<file path="src/rtl/threshold_pkg.sv">
// threshold_pkg
//   Shared constants for the threshold table:
//     THRESH_W_DEF   - native width of the factory threshold words (28)
//     DEFAULT_THRESH - the four factory threshold words
//     default_entry  - factory value for table entry k, resized to a given width
package threshold_pkg;

   localparam int THRESH_W_DEF = 28;

   localparam logic [THRESH_W_DEF-1:0] DEFAULT_THRESH [0:3] = '{
      28'h96A5A5A, 28'hF0EB45A, 28'h96AAA5A, 28'h555A65A
   };

   // Widest table word default_entry can describe; callers cast the result
   // down (or up, zero-filling) to their own WIDTH.
   localparam int ENTRY_MAX_W = 64;

   // Entry k takes factory word k % 4. Resizing keeps the LSBs: bits at or
   // above 'width' are cleared, narrower words simply lose their top bits.
   function automatic logic [ENTRY_MAX_W-1:0] default_entry(input int k, input int width);
      logic [ENTRY_MAX_W-1:0] v;
      v = ENTRY_MAX_W'(DEFAULT_THRESH[2'(k)]);
      for (int i = 0; i < ENTRY_MAX_W; i++) begin
         if (i >= width) v[i] = 1'b0;
      end
      return v;
   endfunction

endpackage

</file>
<file path="src/rtl/threshold_regfile.sv">
// threshold_regfile
//   DEPTH x WIDTH register array, reset to the factory thresholds.
//   Ports:
//     clk, rst                     - clock, synchronous active-high reset
//     wr_en, wr_addr, wr_data      - single write port (out-of-range address ignored)
//     load_en, load_data           - whole-array load, takes priority over the write port
//     rd_addr -> rd_data           - asynchronous read (0 for out-of-range address)
//     entries                      - every entry, asynchronously, for bulk copies
module threshold_regfile
   import threshold_pkg::*;
#(
   parameter int WIDTH = THRESH_W_DEF,
   parameter int DEPTH = 4,
   parameter int SEL_W = $clog2(DEPTH)
) (
   input  logic                        clk,
   input  logic                        rst,
   input  logic                        wr_en,
   input  logic [SEL_W-1:0]            wr_addr,
   input  logic [WIDTH-1:0]            wr_data,
   input  logic                        load_en,
   input  logic [DEPTH-1:0][WIDTH-1:0] load_data,
   input  logic [SEL_W-1:0]            rd_addr,
   output logic [WIDTH-1:0]            rd_data,
   output logic [DEPTH-1:0][WIDTH-1:0] entries
);

   logic [DEPTH-1:0][WIDTH-1:0] mem_q;
   logic [DEPTH-1:0][WIDTH-1:0] mem_d;

   always_comb begin
      mem_d = mem_q;
      if (load_en) begin
         mem_d = load_data;
      end else if (wr_en && (32'(wr_addr) < DEPTH)) begin
         mem_d[wr_addr] = wr_data;
      end
   end

   always_ff @(posedge clk) begin
      if (rst) begin
         for (int k = 0; k < DEPTH; k++) begin
            mem_q[k] <= WIDTH'(default_entry(k, WIDTH));
         end
      end else begin
         mem_q <= mem_d;
      end
   end

   assign rd_data = (32'(rd_addr) < DEPTH) ? mem_q[rd_addr] : '0;
   assign entries = mem_q;

endmodule

</file>
<file path="src/rtl/threshold_bank.sv">
// threshold_bank
//   Runtime-programmable threshold table with a registered 1-cycle lookup.
//   Build option THRESH_SHADOW_EN:
//     defined   - writes go to a shadow bank, 'commit' copies it into the
//                 active bank atomically, 'dirty' flags pending writes
//     undefined - writes go straight to the active bank, 'commit' is
//                 ignored, 'dirty' stays 0
//   Ports:
//     iclk, irst                 - clock, synchronous active-high reset
//     slt, slt_valid             - lookup index and request strobe
//     wr_en, wr_addr, wr_data    - table write
//     commit                     - make the shadow bank live
//     thresh_out, thresh_valid   - looked-up word, and "updated this cycle"
//     sel_err                    - last lookup index was >= DEPTH
//     dirty                      - shadow bank holds uncommitted writes
module threshold_bank
   import threshold_pkg::*;
#(
   parameter int WIDTH = THRESH_W_DEF,
   parameter int DEPTH = 4,
   parameter int SEL_W = $clog2(DEPTH)
) (
   input  logic             iclk,
   input  logic             irst,
   input  logic [SEL_W-1:0] slt,
   input  logic             slt_valid,
   input  logic             wr_en,
   input  logic [SEL_W-1:0] wr_addr,
   input  logic [WIDTH-1:0] wr_data,
   input  logic             commit,
   output logic [WIDTH-1:0] thresh_out,
   output logic             thresh_valid,
   output logic             sel_err,
   output logic             dirty
);

   logic [WIDTH-1:0]            act_rd;
   logic [DEPTH-1:0][WIDTH-1:0] unused_act_entries;
   logic                        slt_in_range;
   logic                        dirty_d;
   logic                        dirty_q;

   assign slt_in_range = (32'(slt) < DEPTH);

`ifdef THRESH_SHADOW_EN
   logic [DEPTH-1:0][WIDTH-1:0] shd_entries;
   logic [DEPTH-1:0][WIDTH-1:0] commit_data;
   logic [WIDTH-1:0]            unused_shd_rd;
   logic                        wr_in_range;

   assign wr_in_range = wr_en && (32'(wr_addr) < DEPTH);

   threshold_regfile #(.WIDTH(WIDTH), .DEPTH(DEPTH), .SEL_W(SEL_W)) u_shadow (
      .clk       (iclk),
      .rst       (irst),
      .wr_en     (wr_en),
      .wr_addr   (wr_addr),
      .wr_data   (wr_data),
      .load_en   (1'b0),
      .load_data ('0),
      .rd_addr   ('0),
      .rd_data   (unused_shd_rd),
      .entries   (shd_entries)
   );

   // A write landing in the same cycle as a commit must reach the active
   // bank too, so the commit copies the shadow contents with it overlaid.
   always_comb begin
      commit_data = shd_entries;
      if (wr_in_range) commit_data[wr_addr] = wr_data;
   end

   threshold_regfile #(.WIDTH(WIDTH), .DEPTH(DEPTH), .SEL_W(SEL_W)) u_active (
      .clk       (iclk),
      .rst       (irst),
      .wr_en     (1'b0),
      .wr_addr   ('0),
      .wr_data   ('0),
      .load_en   (commit),
      .load_data (commit_data),
      .rd_addr   (slt),
      .rd_data   (act_rd),
      .entries   (unused_act_entries)
   );

   // Commit clears dirty even when a write arrives with it (the write is
   // folded into the commit).
   always_comb begin
      dirty_d = dirty_q;
      if (commit)           dirty_d = 1'b0;
      else if (wr_in_range) dirty_d = 1'b1;
   end
`else
   logic unused_commit;
   assign unused_commit = commit;

   threshold_regfile #(.WIDTH(WIDTH), .DEPTH(DEPTH), .SEL_W(SEL_W)) u_active (
      .clk       (iclk),
      .rst       (irst),
      .wr_en     (wr_en),
      .wr_addr   (wr_addr),
      .wr_data   (wr_data),
      .load_en   (1'b0),
      .load_data ('0),
      .rd_addr   (slt),
      .rd_data   (act_rd),
      .entries   (unused_act_entries)
   );

   assign dirty_d = 1'b0;
`endif

   logic [WIDTH-1:0] thresh_p1_d, thresh_p1_q;
   logic             vld_p1_d,    vld_p1_q;
   logic             sel_err_p1_d, sel_err_p1_q;

   // Lookup reads the active bank before any same-cycle commit lands.
   always_comb begin
      thresh_p1_d  = thresh_p1_q;
      sel_err_p1_d = sel_err_p1_q;
      vld_p1_d     = slt_valid;
      if (slt_valid) begin
         thresh_p1_d  = slt_in_range ? act_rd : '0;
         sel_err_p1_d = !slt_in_range;
      end
   end

   // ---- stage p1: registered lookup result and dirty flag ----
   always_ff @(posedge iclk) begin
      if (irst) begin
         thresh_p1_q  <= '0;
         vld_p1_q     <= 1'b0;
         sel_err_p1_q <= 1'b0;
         dirty_q      <= 1'b0;
      end else begin
         thresh_p1_q  <= thresh_p1_d;
         vld_p1_q     <= vld_p1_d;
         sel_err_p1_q <= sel_err_p1_d;
         dirty_q      <= dirty_d;
      end
   end

   assign thresh_out   = thresh_p1_q;
   assign thresh_valid = vld_p1_q;
   assign sel_err      = sel_err_p1_q;
   assign dirty        = dirty_q;

endmodule

</file>
<file path="config.mk">
export PLATFORM = sky130hd
export DESIGN_NAME = threshold_bank
export DESIGN_NICKNAME = d
export VERILOG_FILES = /design/src/rtl/threshold_pkg.sv /design/src/rtl/threshold_regfile.sv /design/src/rtl/threshold_bank.sv
export SDC_FILE = /design/constraint.sdc
export NUM_CORES = 1
export LEC_CHECK = 0
export ABC_AREA = 1
export CORE_ASPECT_RATIO = 1.75
export CORE_MARGIN = 2
export CORE_UTILIZATION = 45
export DETAILED_ROUTE_END_ITERATION = 6
export GPL_ROUTABILITY_DRIVEN = 0
export GPL_TIMING_DRIVEN = 0
export HOLD_SLACK_MARGIN = 0.08
export PLACE_DENSITY = 0.71
export RECOVER_POWER = 100
export SLEW_MARGIN = 10
export SYNTH_ARGS = -nofsm -noshare
export SYNTH_HDL_FRONTEND = slang
export SYNTH_SLANG_ARGS = --single-unit
export TNS_END_PERCENT = 5
</file>
<file path="constraint.sdc">
create_clock -name iclk -period 3.7 [get_ports iclk]
set_input_delay 0.555 -clock iclk [delete_from_list [all_inputs] [get_ports iclk]]
set_output_delay 0.555 -clock iclk [all_outputs]
set_load 0.1 [all_outputs]
</file>
==> results of run 1 <==
[synthesized netlist by cell type]
master    instances  area (um2)
edfxtp_1         56        1680
buf_1             4        15.0
conb_1            1        3.75
or2_1             1        6.26
o211ai_1         29         218
a21oi_1          28         140
nand2_1         172         646
buf_2            27         135
nand3_1          56         280
inv_1            30         113
clkbuf_1         12        45.0
buf_6             3        33.8
nand3_2           1        10.0
nor2_1           56         210
o21ai_0          57         285
dfxtp_1          85        1700
nor3_1           44         220
buf_4            10        75.1
inv_2             6        22.5
nor3_2           12         120
[power groups by stage]
| stage | Clock (mW) | Sequential [mW] | Combinational (mW) |
|---|---|---|---|
| 6_report | 1.63 | 1.76 | 0.600 |
| 5_1_grt | 1.69 | 1.77 | 0.640 |
| 4_1_cts | 1.63 | 1.76 | 0.616 |
| 3_5_place_dp | 0 | 1.79 | 0.613 |
| 3_3_place_gp | 0 | 1.79 | 0.588 |
| 2_1_floorplan | 0 | 1.96 | 0.239 |
[logic make-up (layout without fill, tap and decap cells)]
logic type / after synthesis / in the layout / synth area share (%)
AOI/OAI and AO/OA: 114 / 114 / 10.8
buffers and inverters: 92 / 189 / 7.37
other: 1 / 2 / 0.0629
and+or+nand+nor: 342 / 342 / 25.0
DFF: 141 / 141 / 56.7
[final cells by class]
class	instances	area share [%]
repair buffers	65	9.30
inverters	36	1.83
multi-input cells	458	28.7
plain buffers	56	3.68
well taps	171	2.90
clock buffers	20	6.19
clock inverters	12	1.51
flip-flops and latches	141	45.9
[how the worst min path moves through the flow]
stage                                            from                                 to  slack (ns)
finish              u_active.entries[31]$_SDFFE_PP1P_  u_active.entries[31]$_SDFFE_PP1P_        0.48
CTS                 u_active.entries[31]$_SDFFE_PP1P_  u_active.entries[31]$_SDFFE_PP1P_        0.48
floorplan           u_active.entries[29]$_SDFFE_PP1P_  u_active.entries[29]$_SDFFE_PP1P_        0.45
global route        u_active.entries[33]$_SDFFE_PP0P_  u_active.entries[33]$_SDFFE_PP0P_        0.51
detailed placement  u_active.entries[31]$_SDFFE_PP1P_  u_active.entries[31]$_SDFFE_PP1P_        0.46
global placement    u_active.entries[38]$_SDFFE_PP1P_  u_active.entries[38]$_SDFFE_PP1P_        0.46
[tightest hold or removal path, delay by kind of cell, from the launching register on]
family / cells / cell delay (ns)
flops: 1 / 0.33
simple gates: 1 / 0.05
compound gates: 1 / 0.06
[layer usage]
layer / global-route usage (%) / vias up / routed length (um)
met5: 0 / - / 0
met3: 4.72 / 52 / 905
met4: 14.9 / 0 / 848
li1: - / 2494 / -
met2: 44.6 / 238 / 9150
met1: 25.6 / 2478 / 6280
[through the flow]
| step | std cells | TNS [ns] | hold WS [ns] |
|---|---|---|---|
| 2_1_floorplan | 691 | 0 | 0.446 |
| 3_3_place_gp | 925 | -82.42 | 0.455 |
| 3_5_place_dp | 927 | 0 | 0.463 |
| 4_1_cts | 959 | 0 | 0.481 |
| 5_1_grt | 959 | 0 | 0.507 |
| 6_report | 959 | 0 | 0.479 |
[state kept, by name, summed over array words and instances (netlist names)]
signal            flops
thresh_valid          1
thresh_out           28
u_active.entries    112
==> summary.md, run 1 <==
| Metric | Value |
|---|---|
| Initial Util | `46.1%` |
| CTS tree | `built` |
| Mapped Avg Cell Area | `8.64 um2` |
| Area after DPL | `6890 um2` |
| Reg2reg start | `u_active.entries[106]$_DFFE_PP_` |
| Grt ovf | `0` |
| Hold path cells | `2` |
| Status | `completed` |
| Detailed Route WL | `17200 um` |
| Element type at the critical path start | `input pin` |
| Commonest non-fill, non-tap cells in the layout | `172 x nand2_1, 85 x dfxtp_1, 56 x nand3_1, 56 x nor2_1, 56 x edfxtp_1` |
| Worst R2R Path Depth | `4` |
| Ratio of cells with drive above 1 in the final layout | `9.01%` |
| First-pass detailed-route iteration total | `5` |
| Sw frac | `28.6%` |
| Post-CTS Setup Repair Bufs | `0` |
| Row cnt | `55` |
| Via count | `5262` |
| #FFs+latches synth | `141` |
| All-Layer GR Usage | `24.4%` |
| Crit path max-delay family | `buffers and inverters` |
| Hold_buf cts | `0` |
| Final Cell Area | `7380 um2` |
| Final design utilization | `57.0%` |
| Clock Sinks | `141` |
| Commonest non-fill, non-tap cell in the layout | `nand2_1` |
| Slew Viols, Final | `0` |
| Post-DR wirelength/cell | `17.9 um` |
| Netlist cell types | `20` |
| Die height | `156 um` |
| Post-CTS sizing | `0` |
| Clk slew on worst S/H paths | `0.06 ns` |
| Lkg Pwr | `3.10 nW` |
| Fill cells | `1208` |
| Flop-to-flop setup slack | `2.85 ns` |
| Crit share post-route | `77.2%` |
| Pint | `2.84 mW` |
| Worst-margin pin slew | `1.06 ns` |
| Seq/Total Area, Yosys | `56.7%` |
| Worst flop-to-flop path endpoint | `thresh_out[22]$_SDFFE_PP0P_` |
| Flop pwr share | `44.2%` |
| RSZ-0062 raised after global routing | `no` |
| Register area | `3380 um2` |
| Hold Path Class | `reg2reg` |
| PortBufs | `63` |
| Htree depth | `4` |
| DR iter-0 viols | `447` |
| Peak fanout along the critical path | `15` |
| Logic pwr share | `15.0%` |
| Vias per cell | `5.49` |
| First-pass GRT wire length | `26400 um` |
| Rel. slew slack | `29.1%` |
| Worst Setup SP | `irst` |
| Clock tree buffer depth | `2` |
| Vias in the first global route | `5291` |
| CP arrival | `3.03 ns` |
| Worst Slack Setup Final | `0.845 ns` |
| Minimum clock period | `2.85 ns` |
| Area Overhead vs Synth | `23.7%` |
| Buf/Inv on CP | `5` |
| IO Count | `68` |
| Maximum VDD drop | `324 uV` |
| Fmax | `350 MHz` |
| Gate Count Post-Synth | `690` |
| Max Cap Viol | `0` |
| Final ANT Viol Nets | `0` |
| CORE AREA | `12900 um2` |
| Multi-input logic area | `2120 um2` |
| Area of the mapped netlist | `5960 um2` |
| Crit path largest cell delay | `0.56 ns` |
| Crit Path Class | `in2reg` |
| Die ar. | `14200 um2` |
| N_diodes | `0` |
| Setup crit end | `u_active.entries[86]$_DFFE_PP_` |
| Initial antenna violation count | `0` |
| Total power | `3.98 mW` |
| DP Worst Slack | `1.09 ns` |
| Fin. Hold Viols | `0` |
| Pwr Density | `540 nW/um2` |
| DRC Markers | `0` |
| Worst Skew | `0.00584 ns` |
| Critical path required time | `3.87 ns` |
| CP dominant cell by count | `clkbuf_1` |
| Die Wd | `91.0 um` |
| Synth Warn # | `0` |
| TritonCTS Buffers | `17` |
| Clock network power share | `40.8%` |
| Worst-skew pair later-pin latency | `0.41 ns` |
| Critical path cell sequence | `dlygate4sd3_1, inv_1, clkbuf_1, clkbuf_1, o21ai_2, buf_16` |
| Worst path slowest cell | `dlygate4sd3_1` |
| Final #Nets | `812` |
| Detailed placement HPWL | `12100 um` |
| Largest net degree at the start of global routing | `17` |
| CTS root buf | `clkbuf_16` |
| Net switching power | `1.14 mW` |
| Instance count on the critical path | `6` |
| Crit. End Element | `flop` |
| Finish-stage setup viols | `0` |
Power figures use the tool's default switching activity.
==> run 2: changes to the inputs <==
PLACE_DENSITY = 0.74   (was 0.71)
clock period = 2.5 ns   (was 3.7 ns; I/O delays follow)
==> run 2 against run 1 <==
Net effect:
- setup slack got worse by 0.70 ns
- power increased by 50%
- global-route usage grew 0.96 points
- clock skew increased by 0.0019 ns
- wire length is 3.2% higher
- combinational power grew 49%
- utilization barely moved
- die area unchanged
- count of clock-buffer cells in the layout shrank 2
- hold slack worse by 0.072 ns
- non-clock buffer count stayed put
- critical path depth fell by 5
- largest power group unchanged
- highest routed layer unchanged
==> summary.md, run 2 (synthesized netlist as in run 1, its figures left out) <==
| Metric | Value |
|---|---|
| Status | `completed (unchanged)` |
| First-pass GRT wire length | `27500 um (was 26400 um)` |
| Peak fanout along the critical path | `2 (was 15)` |
| Commonest non-fill, non-tap cell in the layout | `nand2_1 (unchanged)` |
| Die ar. | `14200 um2 (unchanged)` |
| Post-DR wirelength/cell | `18.5 um (was 17.9 um)` |
| Initial antenna violation count | `0 (unchanged)` |
| Slew Viols, Final | `0 (unchanged)` |
| RSZ-0062 raised after global routing | `no (unchanged)` |
| CP arrival | `1.98 ns (was 3.03 ns)` |
| Worst-margin pin slew | `0.989 ns (was 1.06 ns)` |
| Vias in the first global route | `5474 (was 5291)` |
| Total negative slack | `0 ns (unchanged)` |
| Hold_buf cts | `0 (unchanged)` |
| First-pass detailed-route iteration total | `6 (was 5)` |
| Final #Nets | `812 (unchanged)` |
| Worst R2R Path Depth | `4 (unchanged)` |
| Maximum VDD drop | `463 uV (was 324 uV)` |
| Ratio of cells with drive above 1 in the final layout | `8.50% (was 9.01%)` |
| DP Worst Slack | `0.0970 ns (was 1.09 ns)` |
| Clk slew on worst S/H paths | `0.06 ns (about the same)` |
| Crit share post-route | `94.2%` |
| Max Cap Viol | `0 (unchanged)` |
| Clock Sinks | `141 (unchanged)` |
| All-Layer GR Usage | `25.4% (was 24.4%)` |
| Fin. Hold Viols | `0 (unchanged)` |
| Post-CTS Setup Repair Bufs | `0 (unchanged)` |
| Initial Util | `46.1% (unchanged)` |
| Grt ovf | `0 (unchanged)` |
| Vias per cell | `5.58 (was 5.49)` |
| Post-CTS sizing | `0 (unchanged)` |
| TritonCTS Buffers | `17 (unchanged)` |
| Element type at the critical path start | `flop (was input pin)` |
| Row cnt | `55 (unchanged)` |
| Pwr Density | `807 nW/um2 (was 540 nW/um2)` |
| Minimum clock period | `2.35 ns` |
| Lkg Pwr | `3.08 nW (was 3.10 nW)` |
| Worst path slowest cell | `dlygate4sd3_1 (unchanged)` |
| Hold path cells | `3 (was 2)` |
| Clock tree buffer depth | `2 (unchanged)` |
| Instance count on the critical path | `1 (was 6)` |
| DRC Markers | `0 (unchanged)` |
| Worst Slack Setup Final | `0.145 ns (was 0.845 ns)` |
| Htree depth | `4 (unchanged)` |
| Commonest non-fill, non-tap cells in the layout | `172 x nand2_1, 85 x dfxtp_1, 57 x nand3_1, 56 x nor2_1, 56 x edfxtp_1 (was 172 x nand2_1, 85 x dfxtp_1, 56 x nand3_1, 56 x nor2_1, 56 x edfxtp_1)` |
| Detailed Route WL | `17700 um (was 17200 um)` |
| Final design utilization | `57.1% (was 57.0%)` |
| IO Count | `68 (unchanged)` |
| Die height | `156 um (unchanged)` |
| Area Overhead vs Synth | `23.8% (was 23.7%)` |
| Crit. End Element | `primary output (was flop)` |
| Finish-stage setup viols | `0 (unchanged)` |
| DR iter-0 viols | `517 (was 447)` |
| Critical path required time | `2.12 ns (was 3.87 ns)` |
| N_diodes | `0 (unchanged)` |
| Worst-skew pair later-pin latency | `0.43 ns (was 0.41 ns)` |
| Largest net degree at the start of global routing | `18 (was 17)` |
| Crit path largest cell delay | `1.21 ns (was 0.56 ns)` |
| Via count | `5349 (was 5262)` |
| Critical path cell sequence | `dlygate4sd3_1 (was dlygate4sd3_1, inv_1, clkbuf_1, clkbuf_1, o21ai_2, buf_16)` |
| PortBufs | `63 (unchanged)` |
| Rel. slew slack | `33.9% (was 29.1%)` |
| Max reg flops | `112 (unchanged)` |
| Final hold slack | `0.407 ns (was 0.479 ns)` |
| Crit path max-delay family | `buffers and inverters (unchanged)` |
| CORE AREA | `12900 um2 (unchanged)` |
| Final ANT Viol Nets | `0 (unchanged)` |
| Die Wd | `91.0 um (unchanged)` |
| Crit Path Class | `reg2out (was in2reg)` |
| Detailed placement HPWL | `12200 um (was 12100 um)` |
| Worst Skew | `0.00778 ns (was 0.00584 ns)` |
| CTS root buf | `clkbuf_16 (unchanged)` |
| Total power | `5.96 mW (was 3.98 mW)` |
| CTS tree | `built (unchanged)` |
| Fill cells | `1165 (was 1208)` |
| Fmax | `425 MHz` |
| Hold Path Class | `in2reg (was reg2reg)` |
| Buf/Inv on CP | `1 (was 5)` |
==> run 2: cell types whose count changed in the layout (fill, tap and decap cells not counted), sizes merged <==
cell      previous run  this run
clkinv               5         8
buf                 32        30
bufinv               1         2
clkinvlp             3         4
inv                 39        36
==> run 2: layout make-up <==
type	instances	area, um2	share of cell area, %
buffer	56	264	3.58
clock buffer	18	429	5.81
clock inverter	14	146	1.98
inverter	36	135	1.83
multi-input combinational	458	2120	28.8
sequential	141	3380	45.8
tap	171	214	2.90
timing repair buffer	65	686	9.29
==> run 2: through the flow <==
| stage | instances | cell area, um2 |
|---|---|---|
| 2_1_floorplan | 691 | 5970 |
| 3_3_place_gp | 925 | 6810 |
| 3_5_place_dp | 927 | 6890 |
| 4_1_cts | 959 | 7460 |
| 5_1_grt | 959 | 7380 |
| 6_report | 959 | 7380 |
==> run 2: per-layer routing <==
metal | part of all wire, % | wire length [um] | GRT usage (%) | vias to the layer above
li1 | - | - | - | 2496
met1 | 34 | 6070 | 25.5 | 2515
met2 | 54 | 9500 | 46.0 | 271
met3 | 6.2 | 1090 | 4.86 | 67
met4 | 6.1 | 1080 | 18.8 | 0
met5 | 0 | 0 | 0 | -
==> run 2: report_power, final <==
| part | total [mW] | internal, mW | switching, mW |
|---|---|---|---|
| logic | 0.896 | 0.238 | 0.658 |
| clock network | 2.46 | 1.46 | 0.994 |
| registers | 2.60 | 2.54 | 0.0599 |
| total | 5.96 | 4.25 | 1.71 |
==> run 2: worst paths after layout <==
check                                                        end  slack (ns)                              from
worst max-delay path                              thresh_out[24]        0.15       thresh_out[24]$_SDFFE_PP0P_
worst min-delay path                 thresh_out[25]$_SDFFE_PP0P_        0.41                         slt_valid
worst max register to register       thresh_out[24]$_SDFFE_PP0P_        1.62    u_active.entries[80]$_DFFE_PP_
worst min register to register  u_active.entries[3]$_SDFFE_PP1P_        0.48  u_active.entries[3]$_SDFFE_PP1P_
==> run 3: changes to the inputs <==
DONT_BUFFER_PORTS = 1   (was default)
PLACE_DENSITY = 0.67   (was 0.74)
==> run 3 against run 2 <==
Net effect:
- highest routed layer unchanged
- sequential power increased by 10%
- final cell count decreased by 6.5%
- largest cell class unchanged
- register-to-register slack got worse by 0.49 ns
==> summary.md, run 3 (synthesized netlist as in run 1, its figures left out) <==
| Metric | Value |
|---|---|
| Post-CTS Setup Repair Bufs | `0 (unchanged)` |
| Post-CTS sizing | `0 (unchanged)` |
| Htree depth | `4 (unchanged)` |
| Critical path cell sequence | `inv_1, clkbuf_1, clkbuf_1, o21ai_4, buf_16 (was dlygate4sd3_1)` |
| Commonest non-fill, non-tap cell in the layout | `nand2_1 (unchanged)` |
| Fmax | `503 MHz (was 425 MHz)` |
| Vias per cell | `5.53 (was 5.58)` |
| All-Layer GR Usage | `24.2% (was 25.4%)` |
| Slew Viols, Final | `0 (unchanged)` |
| Finish-stage setup viols | `0 (unchanged)` |
| IO Count | `68 (unchanged)` |
| PortBufs | `0 (was 63)` |
| CP dominant cell by count | `clkbuf_1` |
| Worst-margin pin slew | `0.970 ns (was 0.989 ns)` |
| Final hold slack | `0.127 ns (was 0.407 ns)` |
| Rel. slew slack | `35.3% (was 33.9%)` |
| Final Cell Area | `6870 um2 (was 7380 um2)` |
| Final ANT Viol Nets | `0 (unchanged)` |
| Detailed Route WL | `16800 um (was 17700 um)` |
| Max reg flops | `112 (unchanged)` |
| Element type at the critical path start | `input pin (was flop)` |
| Max Cap Viol | `0 (unchanged)` |
| Hold Path Class | `in2reg (unchanged)` |
| Crit share post-route | `79.5% (was 94.2%)` |
| Via count | `4960 (was 5349)` |
| TritonCTS Buffers | `17 (unchanged)` |
| Die Wd | `91.0 um (unchanged)` |
| Clk slew on worst S/H paths | `0.05 ns (was 0.06 ns)` |
| Grt ovf | `0 (unchanged)` |
| CTS root buf | `clkbuf_16 (unchanged)` |
| Post-DR wirelength/cell | `18.8 um (was 18.5 um)` |
| Status | `completed (unchanged)` |
| Clock tree buffer depth | `2 (unchanged)` |
| Fin. Hold Viols | `0 (unchanged)` |
| RSZ-0062 raised after global routing | `no (unchanged)` |
| Pwr Density | `895 nW/um2 (was 807 nW/um2)` |
| Initial antenna violation count | `0 (unchanged)` |
| Critical path required time | `2.67 ns (was 2.12 ns)` |
| Initial Util | `46.1% (unchanged)` |
| Buf/Inv on CP | `4 (was 1)` |
| Area Overhead vs Synth | `15.2% (was 23.8%)` |
| CTS tree | `built (unchanged)` |
| Die ar. | `14200 um2 (unchanged)` |
| Crit path largest cell delay | `0.62 ns (was 1.21 ns)` |
| Vias in the first global route | `5060 (was 5474)` |
| Crit. End Element | `flop (was primary output)` |
| N_diodes | `0 (unchanged)` |
| Die height | `156 um (unchanged)` |
| Worst-skew pair later-pin latency | `0.42 ns (was 0.43 ns)` |
| Ratio of cells with drive above 1 in the final layout | `10.6% (was 8.50%)` |
| Minimum clock period | `1.99 ns (was 2.35 ns)` |
| Detailed placement HPWL | `11700 um (was 12200 um)` |
| CP arrival | `2.16 ns (was 1.98 ns)` |
| Area after DPL | `6260 um2 (was 6890 um2)` |
| Peak fanout along the critical path | `16 (was 2)` |
| Maximum VDD drop | `472 uV (was 463 uV)` |
| Lkg Pwr | `2.86 nW (was 3.08 nW)` |
| Final #Nets | `750 (was 812)` |
| CORE AREA | `12900 um2 (unchanged)` |
| Commonest non-fill, non-tap cells in the layout | `172 x nand2_1, 85 x dfxtp_1, 56 x nand3_1, 56 x nor2_1, 56 x edfxtp_1 (was 172 x nand2_1, 85 x dfxtp_1, 57 x nand3_1, 56 x nor2_1, 56 x edfxtp_1)` |
| Largest net degree at the start of global routing | `17 (was 18)` |
| DRC Markers | `0 (unchanged)` |
| First-pass detailed-route iteration total | `5 (was 6)` |
| Row cnt | `55 (unchanged)` |
| Clock Sinks | `141 (unchanged)` |
| First-pass GRT wire length | `26300 um (was 27500 um)` |
| Worst Skew | `0.00676 ns (was 0.00778 ns)` |
| Crit path max-delay family | `buffers and inverters (unchanged)` |
| DR iter-0 viols | `373 (was 517)` |
| Crit Path Class | `in2reg (was reg2out)` |
| Hold_buf cts | `1 (was 0)` |
| Worst path slowest cell | `clkbuf_1 (was dlygate4sd3_1)` |
## run 3: cell type report
| cell class | instances | area (um2) |
|---|---|---|
| buffer | 56 | 288 |
| clock buffer | 20 | 457 |
| clock inverter | 12 | 193 |
| fill | 1228 | 6070 |
| inverter | 36 | 135 |
| multi-input combinational | 458 | 2130 |
| sequential | 141 | 3380 |
| tap | 171 | 214 |
| timing repair buffer | 3 | 65.1 |
## run 3: final timing paths
kind                                                         from                                end  slack, ns  cells past startpoint
worst min-delay path                                  wr_data[20]  u_active.entries[20]$_SDFFE_PP0P_       0.13                      2
worst min register to register  u_active.entries[31]$_SDFFE_PP1P_  u_active.entries[31]$_SDFFE_PP1P_       0.48                      2
worst max-delay path                                         irst     u_active.entries[85]$_DFFE_PP_       0.51                      5
worst max register to register        thresh_out[13]$_SDFFE_PP0P_        thresh_out[13]$_SDFFE_PP0P_       1.13                      2
## run 3: power breakdown
part | switching (mW) | internal, mW | leakage (nW)
clock network | 0.953 | 1.81 | 0.312
registers | 0.328 | 2.54 | 1.25
logic | 0.348 | 0.155 | 1.29
## run 3: metal layers
layer	global-route usage (%)	wire [um]	up-vias
li1	-	-	2365
met1	25.0	5970	2338
met2	45.6	9120	212
met3	4.86	1100	45
met4	12.3	636	0
met5	0	0	-
## run 3: metrics by stage
stage                     cells  TNS [ns]  power, mW  utilization (%)  worst slack, ns
after floorplan             691    -15.47       3.26                -           -0.552
after global placement      862    -82.78       3.39             47.8            -2.06
after detailed placement    864         0       3.42             48.4            0.667
after CTS                   897         0       6.16             53.5            0.733
after global routing        897         0       6.32             53.1            0.433
final                       897         0       6.14             53.1            0.514
